==> src/rtl/event_notify_sched_pkg.sv <==
// Shared defaults and helpers for the event notification scheduler.
package event_notify_sched_pkg;
    localparam int EVS_MAX_EVENTS   = 16;
    localparam int EVS_EVENT_COUNT  = 16;
    localparam int EVS_EVENT_BITS   = 4;
    localparam int EVS_AUX_WIDTH    = 2;
    localparam int EVS_MAX_INFLIGHT = 2;

    function automatic int evs_next_idx(input int idx, input int count);
        return (idx + 1 >= count) ? 0 : idx + 1;
    endfunction
endpackage

==> src/rtl/event_notify_sched_if.sv <==
// Event-number offer stream and confirmation return path.
interface event_notify_sched_if #(
    parameter int EVENT_COUNT_BITS = event_notify_sched_pkg::EVS_EVENT_BITS,
    parameter int AUX_WIDTH        = event_notify_sched_pkg::EVS_AUX_WIDTH
) ();
    logic [AUX_WIDTH-1:0]        m_evno_user;
    logic [EVENT_COUNT_BITS-1:0] m_evno_data;
    logic                        m_evno_valid;
    logic                        m_evno_ready;
    logic [EVENT_COUNT_BITS-1:0] s_cnfno_data;
    logic                        s_cnfno_valid;
    logic                        s_cnfno_ready;

    modport master (
        output m_evno_user, m_evno_data, m_evno_valid, s_cnfno_ready,
        input  m_evno_ready, s_cnfno_data, s_cnfno_valid
    );
    modport slave (
        input  m_evno_user, m_evno_data, m_evno_valid, s_cnfno_ready,
        output m_evno_ready, s_cnfno_data, s_cnfno_valid
    );
endinterface

==> src/rtl/event_notify_sched_rr_pick.sv <==
// Combinational round-robin picker: first set request at or after ptr_i, wrapping at N-1.
module event_notify_sched_rr_pick #(
    parameter int N = event_notify_sched_pkg::EVS_MAX_EVENTS,
    parameter int W = event_notify_sched_pkg::EVS_EVENT_BITS
) (
    input  logic [N-1:0] req_i,
    input  logic [W-1:0] ptr_i,
    output logic [W-1:0] gnt_o,
    output logic         any_o
);
    logic [W:0]   sum;
    logic [W-1:0] idx;

    always_comb begin
        gnt_o = '0;
        any_o = 1'b0;
        sum   = '0;
        idx   = '0;
        for (int k = 0; k < N; k++) begin
            sum = {1'b0, ptr_i} + (W + 1)'(k);
            idx = (sum >= (W + 1)'(N)) ? W'(sum - (W + 1)'(N)) : sum[W-1:0];
            if (!any_o && req_i[idx]) begin
                any_o = 1'b1;
                gnt_o = idx;
            end
        end
    end
endmodule

==> src/rtl/event_notify_sched.sv <==
// Coalesces event pulses into pending bits and issues them round-robin, tracking in-flight
// events until confirmed. Define EVENT_SCHED_MASK_EN to add the cfg_mask_i source enable.
module event_notify_sched #(
    parameter int EVENT_COUNT      = event_notify_sched_pkg::EVS_EVENT_COUNT,
    parameter int EVENT_COUNT_BITS = event_notify_sched_pkg::EVS_EVENT_BITS,
    parameter int AUX_WIDTH        = event_notify_sched_pkg::EVS_AUX_WIDTH,
    parameter int MAX_INFLIGHT     = event_notify_sched_pkg::EVS_MAX_INFLIGHT
) (
    input  logic                                  clk,
    input  logic                                  rst,
    input  logic [EVENT_COUNT-1:0]                ev_pulse_i,
    input  logic [EVENT_COUNT-1:0][AUX_WIDTH-1:0] ev_aux_i,
`ifdef EVENT_SCHED_MASK_EN
    input  logic [EVENT_COUNT-1:0]                cfg_mask_i,
`endif
    input  logic                                  st_clr_i,
    event_notify_sched_if.master                  bus,
    output logic [EVENT_COUNT-1:0]                st_pending_o,
    output logic [EVENT_COUNT-1:0]                st_inflight_o,
    output logic [EVENT_COUNT-1:0]                st_ovf_o,
    output logic                                  st_spurious_o
);
    import event_notify_sched_pkg::*;

    localparam int CNT_W = $clog2(MAX_INFLIGHT + 1);

    logic [EVENT_COUNT-1:0]      pending_q, pending_d, inflight_q, inflight_d, ovf_q, ovf_d;
    logic [EVENT_COUNT-1:0]      enable, hs_vec, cnf_vec;
    logic [EVENT_COUNT_BITS-1:0] ptr_q, ptr_d, evno_q, evno_d, pick_idx;
    logic [AUX_WIDTH-1:0]        user_q, user_d;
    logic [CNT_W-1:0]            cnt_q, cnt_d;
    logic                        valid_q, valid_d, spurious_q, spurious_d;
    logic                        pick_any, offer, hs, cnf_in_range, cnf_hit;

`ifdef EVENT_SCHED_MASK_EN
    assign enable = cfg_mask_i;
`else
    assign enable = '1;
`endif

    event_notify_sched_rr_pick #(.N(EVENT_COUNT), .W(EVENT_COUNT_BITS)) u_pick (
        .req_i (pending_q & ~inflight_q & enable),
        .ptr_i (ptr_q),
        .gnt_o (pick_idx),
        .any_o (pick_any)
    );

    // New offers are only made from an empty output register, which leaves one idle
    // cycle after every handshake.
    assign offer        = !valid_q && pick_any && (cnt_q < CNT_W'(MAX_INFLIGHT));
    assign hs           = valid_q && bus.m_evno_ready;
    assign cnf_in_range = {1'b0, bus.s_cnfno_data} < (EVENT_COUNT_BITS + 1)'(EVENT_COUNT);
    assign cnf_hit      = bus.s_cnfno_valid && cnf_in_range && inflight_q[bus.s_cnfno_data];
    assign hs_vec       = hs ? (EVENT_COUNT'(1) << evno_q) : '0;
    assign cnf_vec      = cnf_hit ? (EVENT_COUNT'(1) << bus.s_cnfno_data) : '0;

    always_comb begin
        pending_d  = (pending_q & ~hs_vec) | ev_pulse_i;
        ovf_d      = (ovf_q & ~{EVENT_COUNT{st_clr_i}}) | (ev_pulse_i & pending_q & ~hs_vec);
        inflight_d = (inflight_q & ~cnf_vec) | hs_vec;
        spurious_d = (spurious_q && !st_clr_i) || (bus.s_cnfno_valid && !cnf_hit);
        cnt_d      = cnt_q + CNT_W'(hs) - CNT_W'(cnf_hit);
        valid_d    = valid_q;
        evno_d     = evno_q;
        user_d     = user_q;
        ptr_d      = ptr_q;
        if (hs) valid_d = 1'b0;
        if (offer) begin
            valid_d = 1'b1;
            evno_d  = pick_idx;
            user_d  = ev_aux_i[pick_idx];
            ptr_d   = EVENT_COUNT_BITS'(evs_next_idx(int'(pick_idx), EVENT_COUNT));
        end
    end

    always_ff @(posedge clk) begin
        if (rst) begin
            pending_q  <= '0;
            inflight_q <= '0;
            ovf_q      <= '0;
            spurious_q <= 1'b0;
            cnt_q      <= '0;
            valid_q    <= 1'b0;
            evno_q     <= '0;
            user_q     <= '0;
            ptr_q      <= '0;
        end else begin
            pending_q  <= pending_d;
            inflight_q <= inflight_d;
            ovf_q      <= ovf_d;
            spurious_q <= spurious_d;
            cnt_q      <= cnt_d;
            valid_q    <= valid_d;
            evno_q     <= evno_d;
            user_q     <= user_d;
            ptr_q      <= ptr_d;
        end
    end

    assign bus.m_evno_valid  = valid_q;
    assign bus.m_evno_data   = evno_q;
    assign bus.m_evno_user   = user_q;
    assign bus.s_cnfno_ready = 1'b1;
    assign st_pending_o      = pending_q;
    assign st_inflight_o     = inflight_q;
    assign st_ovf_o          = ovf_q;
    assign st_spurious_o     = spurious_q;
endmodule
==> src/flat_wrapper.sv <==
// flat-port wrapper written by rule: the top's interface ports become plain ports
module event_notify_sched_flat import event_notify_sched_pkg::*;
#(
    parameter int EVENT_COUNT      = event_notify_sched_pkg::EVS_EVENT_COUNT,
    parameter int EVENT_COUNT_BITS = event_notify_sched_pkg::EVS_EVENT_BITS,
    parameter int AUX_WIDTH        = event_notify_sched_pkg::EVS_AUX_WIDTH,
    parameter int MAX_INFLIGHT     = event_notify_sched_pkg::EVS_MAX_INFLIGHT
)
  (clk, rst, ev_pulse_i, ev_aux_i, st_clr_i, st_pending_o, st_inflight_o, st_ovf_o, st_spurious_o, bus_m_evno_user, bus_m_evno_data, bus_m_evno_valid, bus_s_cnfno_ready, bus_m_evno_ready, bus_s_cnfno_data, bus_s_cnfno_valid);
  event_notify_sched_if #(.EVENT_COUNT_BITS(EVENT_COUNT_BITS), .AUX_WIDTH(AUX_WIDTH)) bus_i ();
  input  logic clk;
  input  logic rst;
  input  logic [EVENT_COUNT-1:0] ev_pulse_i;
  input  logic [EVENT_COUNT-1:0][AUX_WIDTH-1:0] ev_aux_i;
  input  logic st_clr_i;
  output logic [EVENT_COUNT-1:0] st_pending_o;
  output logic [EVENT_COUNT-1:0] st_inflight_o;
  output logic [EVENT_COUNT-1:0] st_ovf_o;
  output logic st_spurious_o;
  output wire logic [$bits(bus_i.m_evno_user)-1:0] bus_m_evno_user;
  output wire logic [$bits(bus_i.m_evno_data)-1:0] bus_m_evno_data;
  output wire logic [$bits(bus_i.m_evno_valid)-1:0] bus_m_evno_valid;
  output wire logic [$bits(bus_i.s_cnfno_ready)-1:0] bus_s_cnfno_ready;
  input wire logic [$bits(bus_i.m_evno_ready)-1:0] bus_m_evno_ready;
  input wire logic [$bits(bus_i.s_cnfno_data)-1:0] bus_s_cnfno_data;
  input wire logic [$bits(bus_i.s_cnfno_valid)-1:0] bus_s_cnfno_valid;
  assign bus_m_evno_user = bus_i.m_evno_user;
  assign bus_m_evno_data = bus_i.m_evno_data;
  assign bus_m_evno_valid = bus_i.m_evno_valid;
  assign bus_s_cnfno_ready = bus_i.s_cnfno_ready;
  assign bus_i.m_evno_ready = bus_m_evno_ready;
  assign bus_i.s_cnfno_data = bus_s_cnfno_data;
  assign bus_i.s_cnfno_valid = bus_s_cnfno_valid;
  event_notify_sched #(.EVENT_COUNT(EVENT_COUNT), .EVENT_COUNT_BITS(EVENT_COUNT_BITS), .AUX_WIDTH(AUX_WIDTH), .MAX_INFLIGHT(MAX_INFLIGHT)) u_core (.clk(clk), .rst(rst), .ev_pulse_i(ev_pulse_i), .ev_aux_i(ev_aux_i), .st_clr_i(st_clr_i), .bus(bus_i), .st_pending_o(st_pending_o), .st_inflight_o(st_inflight_o), .st_ovf_o(st_ovf_o), .st_spurious_o(st_spurious_o));
endmodule
==> config.mk <==
export PLATFORM = sky130hd
export DESIGN_NAME = event_notify_sched_flat
export DESIGN_NICKNAME = d
export VERILOG_FILES = /design/src/rtl/event_notify_sched_pkg.sv /design/src/rtl/event_notify_sched_if.sv /design/src/rtl/event_notify_sched_rr_pick.sv /design/src/rtl/event_notify_sched.sv /design/src/flat_wrapper.sv
export SDC_FILE = /design/constraint.sdc
export NUM_CORES = 1
export LEC_CHECK = 0
export ABC_CLOCK_PERIOD_IN_PS = 10100
export CORE_MARGIN = 4
export CORE_UTILIZATION = 45
export CTS_BUF_LIST = sky130_fd_sc_hd__clkbuf_4 sky130_fd_sc_hd__clkbuf_8 sky130_fd_sc_hd__clkbuf_16
export CTS_CLUSTER_SIZE = 12
export DETAILED_ROUTE_END_ITERATION = 7
export PLACE_DENSITY_LB_ADDON = 0.25
export SYNTH_ARGS = -nofsm -noshare
export SYNTH_HDL_FRONTEND = slang
export SYNTH_SLANG_ARGS = --single-unit
export TNS_END_PERCENT = 1
==> constraint.sdc <==
create_clock -name clk -period 10.1 [get_ports clk]
set_clock_uncertainty 0.2 [all_clocks]
set_input_delay 3.03 -clock clk [delete_from_list [all_inputs] [get_ports clk]]
set_output_delay 3.03 -clock clk [all_outputs]
set_load 0.005 [all_outputs]
==> results.toml, run 1 <==
[outcome]
status = "finished clean"

[floorplanning]
io_pins = 114
die_w_um = 120
die_h_um = 120
row_count = 40
dieArea_um2 = 14500
start_util = 0.466
core_area_um2 = 12200

[timing]
timing.slew.headroom = 0.267
layout_min_cycle_time_ns = 7.41
fin_tns_setup_ns = 0
setup_viol = 0
max_freq_mhz = 135
hold_ws_ns = 0.282
setup_ws_ns = 2.69
finalHoldViolations = 0
worstMarginPinSlew_ns = 1.10
grt_setup_unrepaired = "false"
final-max-slew-violation-count = 0
period_share = 0.733

[synthesis]
yosysSeqAreaShare = 0.218
async_flop_share = 0
synthFlopType = "dfxtp_1"
synth.avg_cell_area_um2 = 8.65
yosys-top-cells-area = "dfxtp_1, mux4_2, a21oi_1"
ys_types = 78
synth_seq_cells = 62
yosys.area.top_type_share = 0.218
synth_area_um2 = 5690
synth_top_area_cell = "dfxtp_1"
yosys_warnings = 0
syn_inst = 658
yosys-top-cells-count = "nor2_1, dfxtp_1, a21oi_1"
synth_fp_nets = 725
synth_edf_count = 0
yosysMostFrequentCell = "nor2_1"

[layout]
diodes = 0
area.growth.synth_to_final_pct = 25.4
layout-drive-gt1-share = 0.126
instances_no_fill = 922
nNetsFinal = 816

[grt]
grt_max_degree = 64
grt_pass1_vias = 5950
grtUsageTotal = 0.281
grt_pass1_wl_um = 32400
antenna_found_initial = 0
overflow = 0

[cts]
clock_path_buffers = 2
cts_tree = "built"
clock_sinks = 62
cts_resized = 0
clkLatencyLatePin_ns = 0.32
cts_setup_buffers = 0
htree_num_levels = 3
clk_pin_slew_ns = 0.05
cts_made_buffers = 9
root_buffer = "clkbuf_16"
cts_hold_buf = 0

[worst_setup_path]
crit_family = "compound AO/OA/AOI/OAI gates"
critPathSlowestCell = "ha_1"
critical_path_class = "reg2reg"
worstPathRequired_ns = 10.10
worstPathMaxFanout = 20
startpoint_type = "flip-flop"
end_kind = "flip-flop"
path_cells = "clkinv_1, ha_1, inv_2, mux4_2, o311ai_1, or4b_4, nor4b_4, a32oi_1, a22oi_2, mux2_2, o2bb2a_1, nand3_1, o211ai_1"
cp_slowest_stage_delay_ns = 1.03
cp.arrival_ns = 7.41
crit_buf_inv = 2

[worst_hold_path]
min_path_type = "reg2reg"

[route]
wirelength_um = 20300
vias = 5981
drc = 0
vias_per_cell = 6.49
first_iter_violations = 544
drtAntennaViolNets = 0
detail_route.wl_per_cell_um = 22.0
first_pass_iters = 7

[placed_design]
place.gp.congestion = 0.980
portBuffers = 112
preCtsSetupSlack_ns = 2.81
dp_cells = 906
dpl.hpwl_um = 15800

[power]
vdd_ir_drop_max_uv = 165
p_leak_uw = 0.00249
finalPower_uw = 2350
power_density_nw_per_um2 = 330

[flow_run]
drv_cap = 0
==> flip-flops by register name, indices dropped and copies added (netlist names) <==
register,flops
u_core.bus.m_evno_valid,1
u_core.st_pending_o,16
u_core.ptr_q,4
u_core.st_inflight_o,16
u_core.st_ovf_o,16
u_core.st_spurious_o,1
u_core.cnt_q,2
u_core.bus.m_evno_user,2
u_core.bus.m_evno_data,4
==> routing by layer <==
layer / wire length, µm / vias up / track usage
li1: - / 2715 / -
met2: 9540 / 336 / 0.450
met4: 669 / 0 / 0.110
met3: 1790 / 52 / 0.0692
met5: 0 / - / 0
met1: 8280 / 2878 / 0.366
==> tightest hold or removal path: stages, from the launching register on <==
cell and delay [ns]:
dfxtp_1 0.31, nand2_1 0.06, a21oi_1 0.06
==> power breakdown <==
part / internal (µW) / switching (µW)
Sequential: 273 / 39.0
Clock: 175 / 108
Combinational: 694 / 1060
Total: 1140 / 1210
==> layout make-up <==
| type | instances | area [µm²] |
|---|---|---|
| well taps | 168 | 210 |
| inverters | 18 | 70.1 |
| repair buffers | 115 | 1140 |
| flip-flops and latches | 62 | 1240 |
| fillers | 1107 | 5080 |
| clock buffers | 11 | 246 |
| clock inverters | 5 | 35.0 |
| multi-input cells | 543 | 4190 |
==> final timing paths <==
kind	start	to	slack [ns]	cells after the start
worst max-delay path	u_core.ptr_q[1]$_SDFFE_PP0P_	u_core.bus.m_evno_user[0]$_SDFFE_PP0P_	2.69	13
worst min-delay path	u_core.st_spurious_o$_SDFF_PP0_	u_core.st_spurious_o$_SDFF_PP0_	0.28	2
worst max register to register	u_core.ptr_q[1]$_SDFFE_PP0P_	u_core.bus.m_evno_user[0]$_SDFFE_PP0P_	2.69	13
worst min register to register	u_core.st_spurious_o$_SDFF_PP0_	u_core.st_spurious_o$_SDFF_PP0_	0.28	2
==> logic make-up after synthesis <==
group,count (synthesis),synth area share
simple gates,235,0.212
xor+xnor,18,0.0277
mux,75,0.234
other cells,1,0.000659
compound gates,204,0.241
fa+ha+maj,10,0.0220
buf+inv,53,0.0446
flops,62,0.218
==> cell usage in the layout, fill, tap and decap left out, types with 4 or more instances in the layout <==
cell             count
clkdlybuf4s50_1    111
nor2_1              65
dfxtp_1             62
a21oi_1             55
nand2_1             52
o21ai_0             50
mux4_2              44
nand2b_1            25
nand3_1             23
nor2b_1             21
a32oi_1             19
mux2i_1             18
xnor2_1             11
inv_1               11
nand3b_1            10
o2111ai_1           10
nor3_1              10
ha_1                10
clkbuf_16            9
mux2_2               8
a211oi_1             8
xor2_1               7
a21boi_0             6
a31oi_1              6
and2_1               5
o211ai_1             5
clkinv_1             4
nand4_1              4
==> per-stage QoR <==
step,util,cell area (µm²)
finish,0.584,7140
detailed placement,0.561,6850
floorplan,-,5690
CTS,0.584,7140
global placement,0.561,6850
global route,0.584,7140
Power figures use the tool's default switching activity.
==> run 2, diff against run 1 <==
- ABC_CLOCK_PERIOD_IN_PS: 10100 -> 7700
- clock period: 10.1 -> 7.7 ns (I/O delays scaled with it)
==> run 2 against run 1 <==
Against the previous run:
- clock power is 53% higher
- highest routed layer unchanged
- count of clock-buffer cells in the layout is 2 lower
- sequential power is 31% higher
- setup slack worse by 1.3 ns
- wire length is 0.37% higher
- register-to-register slack worse by 1.3 ns
- die area stayed put
- fmax is 18% higher
- critical endpoint unchanged
- global-route usage is 0.42 points lower
- sequential share of layout area is 0.23 points lower
- hold slack better by 0.0015 ns
- via count is 0.95% higher
==> results.toml, run 2 (same netlist as run 1, synthesis figures left out) <==
[outcome]
status = "finished clean"

[cts]
cts_setup_buffers = 0
cts_resized = 0
clk_pin_slew_ns = 0.05
htree_num_levels = 3
clock_path_buffers = 2
cts_tree = "built"
cts_hold_buf = 0
cts_made_buffers = 9
root_buffer = "clkbuf_16"
clock_sinks = 62
clkLatencyLatePin_ns = 0.32

[timing]
period_share = 0.815
setup_viol = 0
finalHoldViolations = 0
timing.slew.headroom = 0.296
grt_setup_unrepaired = "false"
fin_tns_setup_ns = 0
worstMarginPinSlew_ns = 1.05
final-max-slew-violation-count = 0
max_freq_mhz = 159
layout_min_cycle_time_ns = 6.28

[grt]
overflow = 0
grt_pass1_wl_um = 32100
antenna_found_initial = 0
grtUsageTotal = 0.277
grt_pass1_vias = 5824
grt_max_degree = 64

[worst_setup_path]
worstPathRequired_ns = 7.69
worstPathMaxFanout = 20
rr_startpoint = "u_core.ptr_q[1]$_SDFFE_PP0P_"
cp.arrival_ns = 6.27
startpoint = "u_core.ptr_q[1]$_SDFFE_PP0P_"
end_kind = "flip-flop"
critical_path_class = "reg2reg"
startpoint_type = "flip-flop"

[route]
dr_wl_met2_um = 9380
detail_route.wl_per_cell_um = 21.9
first_pass_iters = 6
wl_met1_um = 8630
drc = 0
vias = 6038
first_iter_violations = 801
vias_per_cell = 6.50
topRoutingLayerUsed = "met4"
drtAntennaViolNets = 0
wirelength_um = 20400
wl_met3_um = 1710

[layout]
nNetsFinal = 823
area.growth.synth_to_final_pct = 27.1
layout_commonest_cell = "clkdlybuf4s50_1"
diodes = 0
final_cell_mix = "clkdlybuf4s50_1, nor2_1, dfxtp_1"
layout-drive-gt1-share = 0.134

[flow_run]
drv_cap = 0

[power]
finalPower_uw = 3170
power_density_nw_per_um2 = 439
vdd_ir_drop_max_uv = 203
p_leak_uw = 0.00254

[floorplanning]
die_w_um = 120
start_util = 0.466
core_area_um2 = 12200
die_h_um = 120
row_count = 40
io_pins = 114
dieArea_um2 = 14500

[placed_design]
dpl.hpwl_um = 15700
portBuffers = 112
place.gp.congestion = 1.01

[worst_hold_path]
hp-start = "u_core.st_spurious_o$_SDFF_PP0_"
min_path_type = "reg2reg"
run 2: path summary, 6_finish.rpt:
check / cells past startpoint / end / slack [ns]
setup / recovery: 15 / u_core.bus.m_evno_user[0]$_SDFFE_PP0P_ / 1.42
hold / removal: 2 / u_core.st_spurious_o$_SDFF_PP0_ / 0.28
setup reg to reg: 15 / u_core.bus.m_evno_user[0]$_SDFFE_PP0P_ / 1.42
hold reg to reg: 2 / u_core.st_spurious_o$_SDFF_PP0_ / 0.28
run 2: routing by layer:
| metal | global-route usage | vias up |
|---|---|---|
| met5 | 0 | - |
| met4 | 0.0935 | 0 |
| met3 | 0.0514 | 49 |
| met2 | 0.439 | 353 |
| met1 | 0.381 | 2908 |
| li1 | - | 2728 |
run 2: through the flow:
step	cell area [µm²]	setup WS (ns)	utilization	hold slack, ns	instances
2_1_floorplan	5690	2.41	-	0.262	658
3_3_place_gp	6910	1.77	0.566	0.265	913
3_5_place_dp	6910	1.58	0.566	0.264	913
4_1_cts	7230	1.55	0.592	0.283	929
5_1_grt	7230	1.11	0.592	0.313	929
6_report	7230	1.42	0.592	0.283	929
run 2: worst max-delay path: stages, from the launching register on:
cell and delay, ns:
dfxtp_1 0.77, clkinv_1 0.40, ha_1 0.38, xor2_1 0.66
mux4_2 0.60, mux2i_2 0.33, mux2i_2 0.23, or4b_4 0.63
nor4b_4 0.49, nand2_1 0.15, a22oi_2 0.19, buf_4 0.28
mux2_2 0.36, o2bb2a_1 0.29, nand3_1 0.09, o211ai_1 0.10
run 2: where the power goes:
| group | total (µW) | leakage [µW] | switching [µW] | internal (µW) |
|---|---|---|---|---|
| Combinational | 2330 | 0.00188 | 1400 | 930 |
| Clock | 432 | 0.000152 | 148 | 284 |
| Sequential | 408 | 0.000510 | 49.9 | 358 |
| Total | 3170 | 0.00254 | 1600 | 1570 |
run 2: final cells by class:
type	count	area, µm²
tap	168	210
clock buffer	9	225
clock inverter	7	97.6
fill	1148	4980
inverter	18	70.1
multi-input combinational	543	4190
sequential	62	1240
timing repair buffer	122	1190
==> run 3, diff against run 2 <==
- ABC_CLOCK_PERIOD_IN_PS: 7700 -> 6400
- clock period: 7.7 -> 6.4 ns (I/O delays scaled with it)
==> run 3 against run 2 <==
Against the previous run:
- power is 23% higher
- via count is 0.76% higher
- critical path depth is 1 higher
- count of clock-buffer cells in the layout stayed put
- critical path type unchanged
- setup slack worse by 0.67 ns
- first-iteration DRC count is 13% lower
- highest routed layer unchanged
- wire length is 3.2% higher
- sequential cell count stayed put
- hold slack worse by 0.0075 ns
- largest power group unchanged
==> results.toml, run 3 (same netlist as run 1, synthesis figures left out) <==
[timing]
final-max-slew-violation-count = 0
fin_tns_setup_ns = 0
grt_setup_unrepaired = "false"
finalHoldViolations = 0
period_share = 0.882
max_freq_mhz = 177
timing.slew.headroom = 0.346
setup_viol = 0
layout_min_cycle_time_ns = 5.64
worstMarginPinSlew_ns = 0.966

[power]
power_switching_uw = 1980
p_comb_frac = 0.740
clockPowerShare = 0.135
sw_frac_of_total = 0.509
power.share.sequential = 0.125
intPower_uw = 1910
vdd_ir_drop_max_uv = 286
p_leak_uw = 0.00256
finalPower_uw = 3900
power_density_nw_per_um2 = 538

[placed_design]
dpl.hpwl_um = 16200
placed_cell_area_um2 = 6930
portBuffers = 112
dp_cells = 916
place.gp.congestion = 0.982

[layout]
final_cell_mix = "clkdlybuf4s50_1, nor2_1, dfxtp_1"
instances_no_fill = 932
layout_commonest_cell = "clkdlybuf4s50_1"
stdcell_area_um2 = 7250
area.growth.synth_to_final_pct = 27.5
num-fill-cells = 1119
regArea_um2 = 1240
nNetsFinal = 826
layout-drive-gt1-share = 0.137
multi_input_area_um2 = 4190
diodes = 0

[cts]
cts_resized = 0
cts_made_buffers = 9
root_buffer = "clkbuf_16"
clock_path_buffers = 2
cts_hold_buf = 0
clkLatencyLatePin_ns = 0.33
clock_sinks = 62
cts_setup_buffers = 0
htree_num_levels = 3
clk_pin_slew_ns = 0.06
cts_tree = "built"

[worst_setup_path]
cp_slowest_stage_delay_ns = 0.63
path_cells = "inv_1, ha_1, xor2_1, buf_4, mux4_2, mux2i_2, mux2i_2, or4b_4, nor4b_4, nand2_1, a22oi_2, buf_4, mux2_2, o2bb2a_1, nand3_1, o211ai_1"
startpoint_type = "flip-flop"
crit_family = "multiplexers"
critical_path_class = "reg2reg"
end_kind = "flip-flop"
cp.arrival_ns = 5.65
crit_buf_inv = 3
worstPathRequired_ns = 6.41
worstPathMaxFanout = 20
critPathSlowestCell = "or4b_4"

[grt]
antenna_found_initial = 0
grt_pass1_vias = 6044
grt_pass1_wl_um = 33200
overflow = 0
grt_max_degree = 64
grtUsageTotal = 0.289

[route]
drc = 0
vias = 6084
first_iter_violations = 695
detail_route.wl_per_cell_um = 22.6
drtAntennaViolNets = 0
vias_per_cell = 6.53
wirelength_um = 21000
first_pass_iters = 6

[floorplanning]
die_w_um = 120
dieArea_um2 = 14500
core_area_um2 = 12200
start_util = 0.466
io_pins = 114
row_count = 40
die_h_um = 120

[worst_hold_path]
min_path_type = "reg2reg"

[outcome]
status = "finished clean"

[flow_run]
drv_cap = 0
run 3: through the flow:
step / utilization / setup WS (ns) / hold slack [ns]
3_3_place_gp: 0.567 / 1.06 / 0.262
3_5_place_dp: 0.567 / 0.858 / 0.260
2_1_floorplan: - / 1.11 / 0.262
5_1_grt: 0.594 / 0.523 / 0.297
6_report: 0.594 / 0.755 / 0.276
4_1_cts: 0.594 / 0.846 / 0.274
run 3: power groups by stage:
stage | sequential [µW] | combinational [µW] | clock [µW]
5_1_grt | 491 | 3100 | 549
4_1_cts | 484 | 2800 | 532
2_1_floorplan | 480 | 2060 | 0
6_report | 486 | 2890 | 527
3_5_place_dp | 491 | 2790 | 0
3_3_place_gp | 491 | 2760 | 0
run 3: final timing paths:
| path | cells after the start | to | from | slack (ns) |
|---|---|---|---|---|
| max reg2reg | 16 | u_core.bus.m_evno_user[0]$_SDFFE_PP0P_ | u_core.ptr_q[0]$_SDFFE_PP0P_ | 0.76 |
| max | 16 | u_core.bus.m_evno_user[0]$_SDFFE_PP0P_ | u_core.ptr_q[0]$_SDFFE_PP0P_ | 0.76 |
| min reg2reg | 2 | u_core.st_spurious_o$_SDFF_PP0_ | u_core.st_spurious_o$_SDFF_PP0_ | 0.28 |
| min | 2 | u_core.st_spurious_o$_SDFF_PP0_ | u_core.st_spurious_o$_SDFF_PP0_ | 0.28 |
run 3: tightest hold or removal path, delay by kind of cell, from the launching register on:
family | cells | cell delay, ns
AOI/OAI and AO/OA | 1 | 0.06
DFF | 1 | 0.31
and+or+nand+nor | 1 | 0.06
run 3: layout make-up:
cell class / count / share of cell area
clock inverters: 7 / 0.0135
inverters: 18 / 0.00966
clock buffers: 9 / 0.0311
multi-input cells: 543 / 0.578
repair buffers: 125 / 0.167
well taps: 168 / 0.0290
flip-flops and latches: 62 / 0.171
run 3: metal layers:
layer  global-route usage  wire length (µm)  up-vias
met5                    0                 0        -
met4                0.126               904        0
met3               0.0575              1710       63
met2                0.451              9590      335
met1                0.390              8810     2946
li1                     -                 -     2740
==> variant 1, RTL diff (config.mk and constraints of run 1) <==
The package constant `EVS_AUX_WIDTH` goes from 2 to 4.
--- a/src/rtl/event_notify_sched_pkg.sv
+++ b/src/rtl/event_notify_sched_pkg.sv
@@ -3,7 +3,7 @@
     localparam int EVS_MAX_EVENTS   = 16;
     localparam int EVS_EVENT_COUNT  = 16;
     localparam int EVS_EVENT_BITS   = 4;
-    localparam int EVS_AUX_WIDTH    = 2;
+    localparam int EVS_AUX_WIDTH    = 4;
     localparam int EVS_MAX_INFLIGHT = 2;
 
     function automatic int evs_next_idx(input int idx, input int count);
Interface: changed (resized bus_m_evno_user and ev_aux_i); port bits go from 114 to 148. The function was not compared with the original's and may differ.
==> variant 1 against run 1 <==
Total power grew 18%; synthesized area grew 6.3%; worst hold slack gained 0.0045 ns; fmax grew 19%; global-route usage shrank 1.2 points; via count grew 4.5%; synthesized cell count grew 3.6%; final area grew 10%; wire length grew 1.7%; die area grew 5.9%; sequential cell count grew 2; sequential power grew 4%; worst setup slack gained 1.2 ns; critical path depth grew 3.
==> variant 1: results (changes against run 1) <==
register area=0.00128 sq mm (+3.3%); drt first pass iters=8 (+1); number of fill cells in the layout=1190 (+7.5%); Min-Delay Endpoint=u_core.st_ovf_o[0]$_SDFF_PP0_; arrival time worst endpoint=6.26 ns (-1.15 ns); Nets=905 (+11%); grt met2 use=44.7% (-0.28 points); Synth Flop Type=dfxtp_1; Worst path max stage delay=0.79 ns (-0.24 ns); routability cong.=0.938 (-4.3%); GR Layer Usage met3=4.90% (-2.0 points); P_seq=326 uW (+4%); multi-input gates=567 (+4.4%); internal power=1400 uW (+23%); vias in the first global route=6145 (+3.3%); GRT met1 Usage=35.4% (-1.2 points); layout cells sized above 1=11.7% (-0.89 points); Post-Synth Adder-Cell Area=2.07% (-0.13 points); DIE AREA=0.0154 sq mm (+5.9%); GRT Resource Usage Total=26.9% (-1.2 points); Non-clock buffers=151 (+31%); Max IR drop VDD=0.000195 V (+18%); Clock-cell share=4.16% (+0.21 points); status=completed; Compound-Gate Fraction of Synth Area=19.3% (-4.9 points); post-synth net total=781 (+7.7%); commonest cells in the synthesized netlist=76 x mux2i_1, 75 x nor2_1, 64 x dfxtp_1; register area share after synthesis=21.2% (-0.63 points); DR vias/cell=6.33 (-2.4%); fin crit share=61.7% (-12 points); Crit-path slowest cell=o21a_2; mux share of post-synthesis cell area=28.0% (+4.7 points); vias=6250 (+4.5%); first-pass GRT wire length=32.6 mm (+0.73%); fraction of area in multi-input gates=57.1% (-1.7 points); ant diodes=0 (unchanged); NonClk Buf Share=19.0% (+3.1 points); pre-CTS WS=3.88 ns (+1.07 ns); critical path peak fanout=33 (+65%); top cells by area, synth=dfxtp_1 21%, mux4_2 14%, mux2i_1 13%; Hold Startpoint=u_core.st_ovf_o[0]$_SDFF_PP0_; Placed Area=0.00752 sq mm (+9.8%); nonclk inv count=13 (-5); Post-Synth XOR/XNOR Area=2.15% (-0.62 points); initial DRC count=728 (+34%); input/output buffers=146 (+30%); Worst R2R End=u_core.ptr_q[3]$_SDFFE_PP0P_; Yosys cell types=84 (+7.7%); synthesized instance count=682 (+3.6%); clock net sink count=64 (+3.2%); worst slew pin tran=1.12 ns (+0.0252 ns); # placed instances=971 (+7.2%)
variant 1: metal layers:
layer	vias up	part of all wire (%)	wire (um)
met4	0	3.4	709
met5	-	0	0
li1	2857	-	-
met2	324	49	10000
met3	61	7.4	1520
met1	3008	41	8380
variant 1: worst reg2reg max path, delay by kind of cell (launching register included):
kind / cells / cell delay, ns
buf+inv: 3 / 0.99
mux: 1 / 0.41
fa+ha+maj: 2 / 1.04
simple gates: 5 / 1.57
compound gates: 5 / 1.61
flops: 1 / 0.32
variant 1: stage by stage:
step / total power, uW / utilization [%] / hold slack (ns)
after global routing: 2980 / 59.5 / 0.309
after CTS: 2750 / 59.5 / 0.284
final: 2780 / 59.5 / 0.286
after floorplan: 2050 / - / 0.262
after global placement: 2400 / 57.0 / 0.266
after detailed placement: 2410 / 57.0 / 0.267
==> variant 2, RTL diff (settings of run 1) <==
Made on the original files. Put one more register stage on the output `st_ovf_o`, cleared by the reset. The value now appears one clock later. The other outputs are not delayed to match.
--- a/src/rtl/event_notify_sched.sv
+++ b/src/rtl/event_notify_sched.sv
@@ -103,6 +103,12 @@
     assign bus.s_cnfno_ready = 1'b1;
     assign st_pending_o      = pending_q;
     assign st_inflight_o     = inflight_q;
-    assign st_ovf_o          = ovf_q;
+    always_ff @(posedge clk) begin
+        if (rst) begin
+            st_ovf_o <= '0;
+        end else begin
+            st_ovf_o <= ovf_q;
+        end
+    end
     assign st_spurious_o     = spurious_q;
 endmodule
Behaviour: not the same (a bounded check fails within 4 cycles, from zero or initial values and one cycle with rst high).
==> variant 2 against run 1 <==
Synthesized area increased by 12%; wire length increased by 13%; highest routed layer unchanged; critical endpoint is now u_core.bus.m_evno_user[1]$_SDFFE_PP0P_; total power increased by 15%; sequential cell count increased by 16; clock power increased by 14%; final area increased by 10%; sequential share of layout area increased by 2.5 points; worst setup slack improved by 0.74 ns.
==> variant 2: results (changes against run 1) <==
status=completed; Max IR drop VDD=0.000171 V (+3.3%); Synth Flop Type=dfxtp_1; setup slack, reg-to-reg=3.43 ns (+0.74 ns); worst hold slack=0.265 ns (-0.0169 ns); layout cells sized above 1=10.7% (-1.9 points); Yosys warnings=0 (unchanged); Worst R2R End=u_core.bus.m_evno_user[1]$_SDFFE_PP0P_; ant diodes=0 (unchanged); relative slew slack=27.2% (+0.46 points); Worst path max stage delay=0.79 ns (-0.24 ns); Nets=910 (+12%); arrival time worst endpoint=6.67 ns (-0.74 ns); drt first pass iters=6 (-1); hpwl dp=17.5 mm (+11%); pin count of the biggest net entering global routing=79 (+23%); Post-CTS Setup Inserts=0 (unchanged); commonest cells in the synthesized netlist=78 x dfxtp_1, 73 x nor2_1, 65 x nand2_1; GRT met1 Usage=36.1% (-0.48 points); post_cts resized=0 (unchanged); GR Layer Usage met3=5.27% (-1.7 points); maxcap violations=0 (unchanged); input/output buffers=112 (unchanged); internal power=1310 uW (+15%); Clock Path Buffers=2 (unchanged); grt met2 use=45.4% (+0.41 points); initial DRC count=804 (+48%); Avg WL per Cell=22.4 um (+1.6%); routability cong.=0.992 (+1.3%); post-synth net total=828 (+14%); FF-to-FF path depth=15 (+2); Crit-path slowest cell=mux2i_1; Crit. Startpoint=u_core.ptr_q[1]$_SDFFE_PP0P_; Lkg Pwr=0.00285 uW (+14%); Reg clk slew, reported paths=0.06 ns; Hold Crit Depth=1 (-1); register area share after synthesis=24.5% (+2.7 points); vias in the first global route=6479 (+8.9%); CTS Buf Count=9 (unchanged); Yosys cell types=86 (+10%); Min-Delay Endpoint=u_core.st_ovf_o[2]$_SDFF_PP0_; number of fill cells in the layout=1273 (+15%); Hold Startpoint=u_core.ovf_q[2]$_SDFF_PP0_; critical path peak fanout=29 (+45%); first-pass GRT wire length=35.6 mm (+9.8%); GRT Resource Usage Total=27.4% (-0.71 points); DR vias/cell=6.65 (+2.5%); top cells by area, synth=dfxtp_1 24%, mux4_2 10%, nor2_1 4.3%; pre-CTS WS=3.61 ns (+0.802 ns)
## variant 2: power groups by stage
stage | logic (uW) | registers (uW) | clock network, uW
final | 2010 | 371 | 324
after global routing | 2160 | 375 | 344
after CTS | 1960 | 370 | 328
after detailed placement | 1950 | 377 | 0
after global placement | 1930 | 376 | 0
after floorplan | 1480 | 368 | 0
## variant 2: final cells by class
cell class / instances / area, sq um / area share [%]
multi-input combinational: 620 / 4540 / 57.8
sequential: 78 / 1560 / 19.9
timing repair buffer: 118 / 1160 / 14.8
clock buffer: 11 / 246 / 3.14
tap: 180 / 225 / 2.87
inverter: 16 / 60.1 / 0.764
clock inverter: 5 / 58.8 / 0.748
## variant 2: cells by family (layout without fill, tap and decap cells)
group	count (synthesis)	count (layout)	share of synthesized area, %
AND/OR/NAND/NOR	317	317	26.8
AO/OA/AOI/OAI	212	212	23.9
flip-flops	78	78	24.5
multiplexers	65	65	16.2
buffers and inverters	63	150	4.37
XOR/XNOR	15	15	2.35
adder cells (fa/ha/maj)	10	10	1.96
other	1	1	0.0588
## variant 2: how the worst max path moves through the flow
stage / cells after the start / slack [ns] / to
4_1_cts: 15 / 3.61 / u_core.bus.m_evno_user[1]$_SDFFE_PP0P_
5_1_grt: 15 / 2.95 / u_core.bus.m_evno_user[1]$_SDFFE_PP0P_
3_5_place_dp: 15 / 3.61 / u_core.bus.m_evno_user[1]$_SDFFE_PP0P_
6_report: 15 / 3.43 / u_core.bus.m_evno_user[1]$_SDFFE_PP0P_
2_1_floorplan: 11 / 4.47 / u_core.cnt_q[1]$_SDFF_PP0_
3_3_place_gp: 15 / 3.79 / u_core.bus.m_evno_user[1]$_SDFFE_PP0P_
## variant 2: per-layer routing
| layer | wire length [um] | up-vias |
|---|---|---|
| li1 | - | 3079 |
| met1 | 9490 | 3275 |
| met2 | 10800 | 419 |
| met3 | 1970 | 62 |
| met4 | 713 | 0 |
| met5 | 0 | - |
## variant 2: stage by stage
stage          area, sq um  utilization [%]  std cells
6_report              7860             56.6       1028
5_1_grt               7860             56.6       1028
2_1_floorplan         6380                -        761
3_5_place_dp          7550             54.4       1012
3_3_place_gp          7550             54.4       1012
4_1_cts               7860             56.6       1028
## variant 2: critical path: cells and delay by family, from the launching register on
family          cells  cell delay (ns)
buf+inv             3             1.28
fa+ha+maj           1             0.72
simple gates        5             1.92
mux                 2             1.10
compound gates      4             0.97
flops               1             0.31
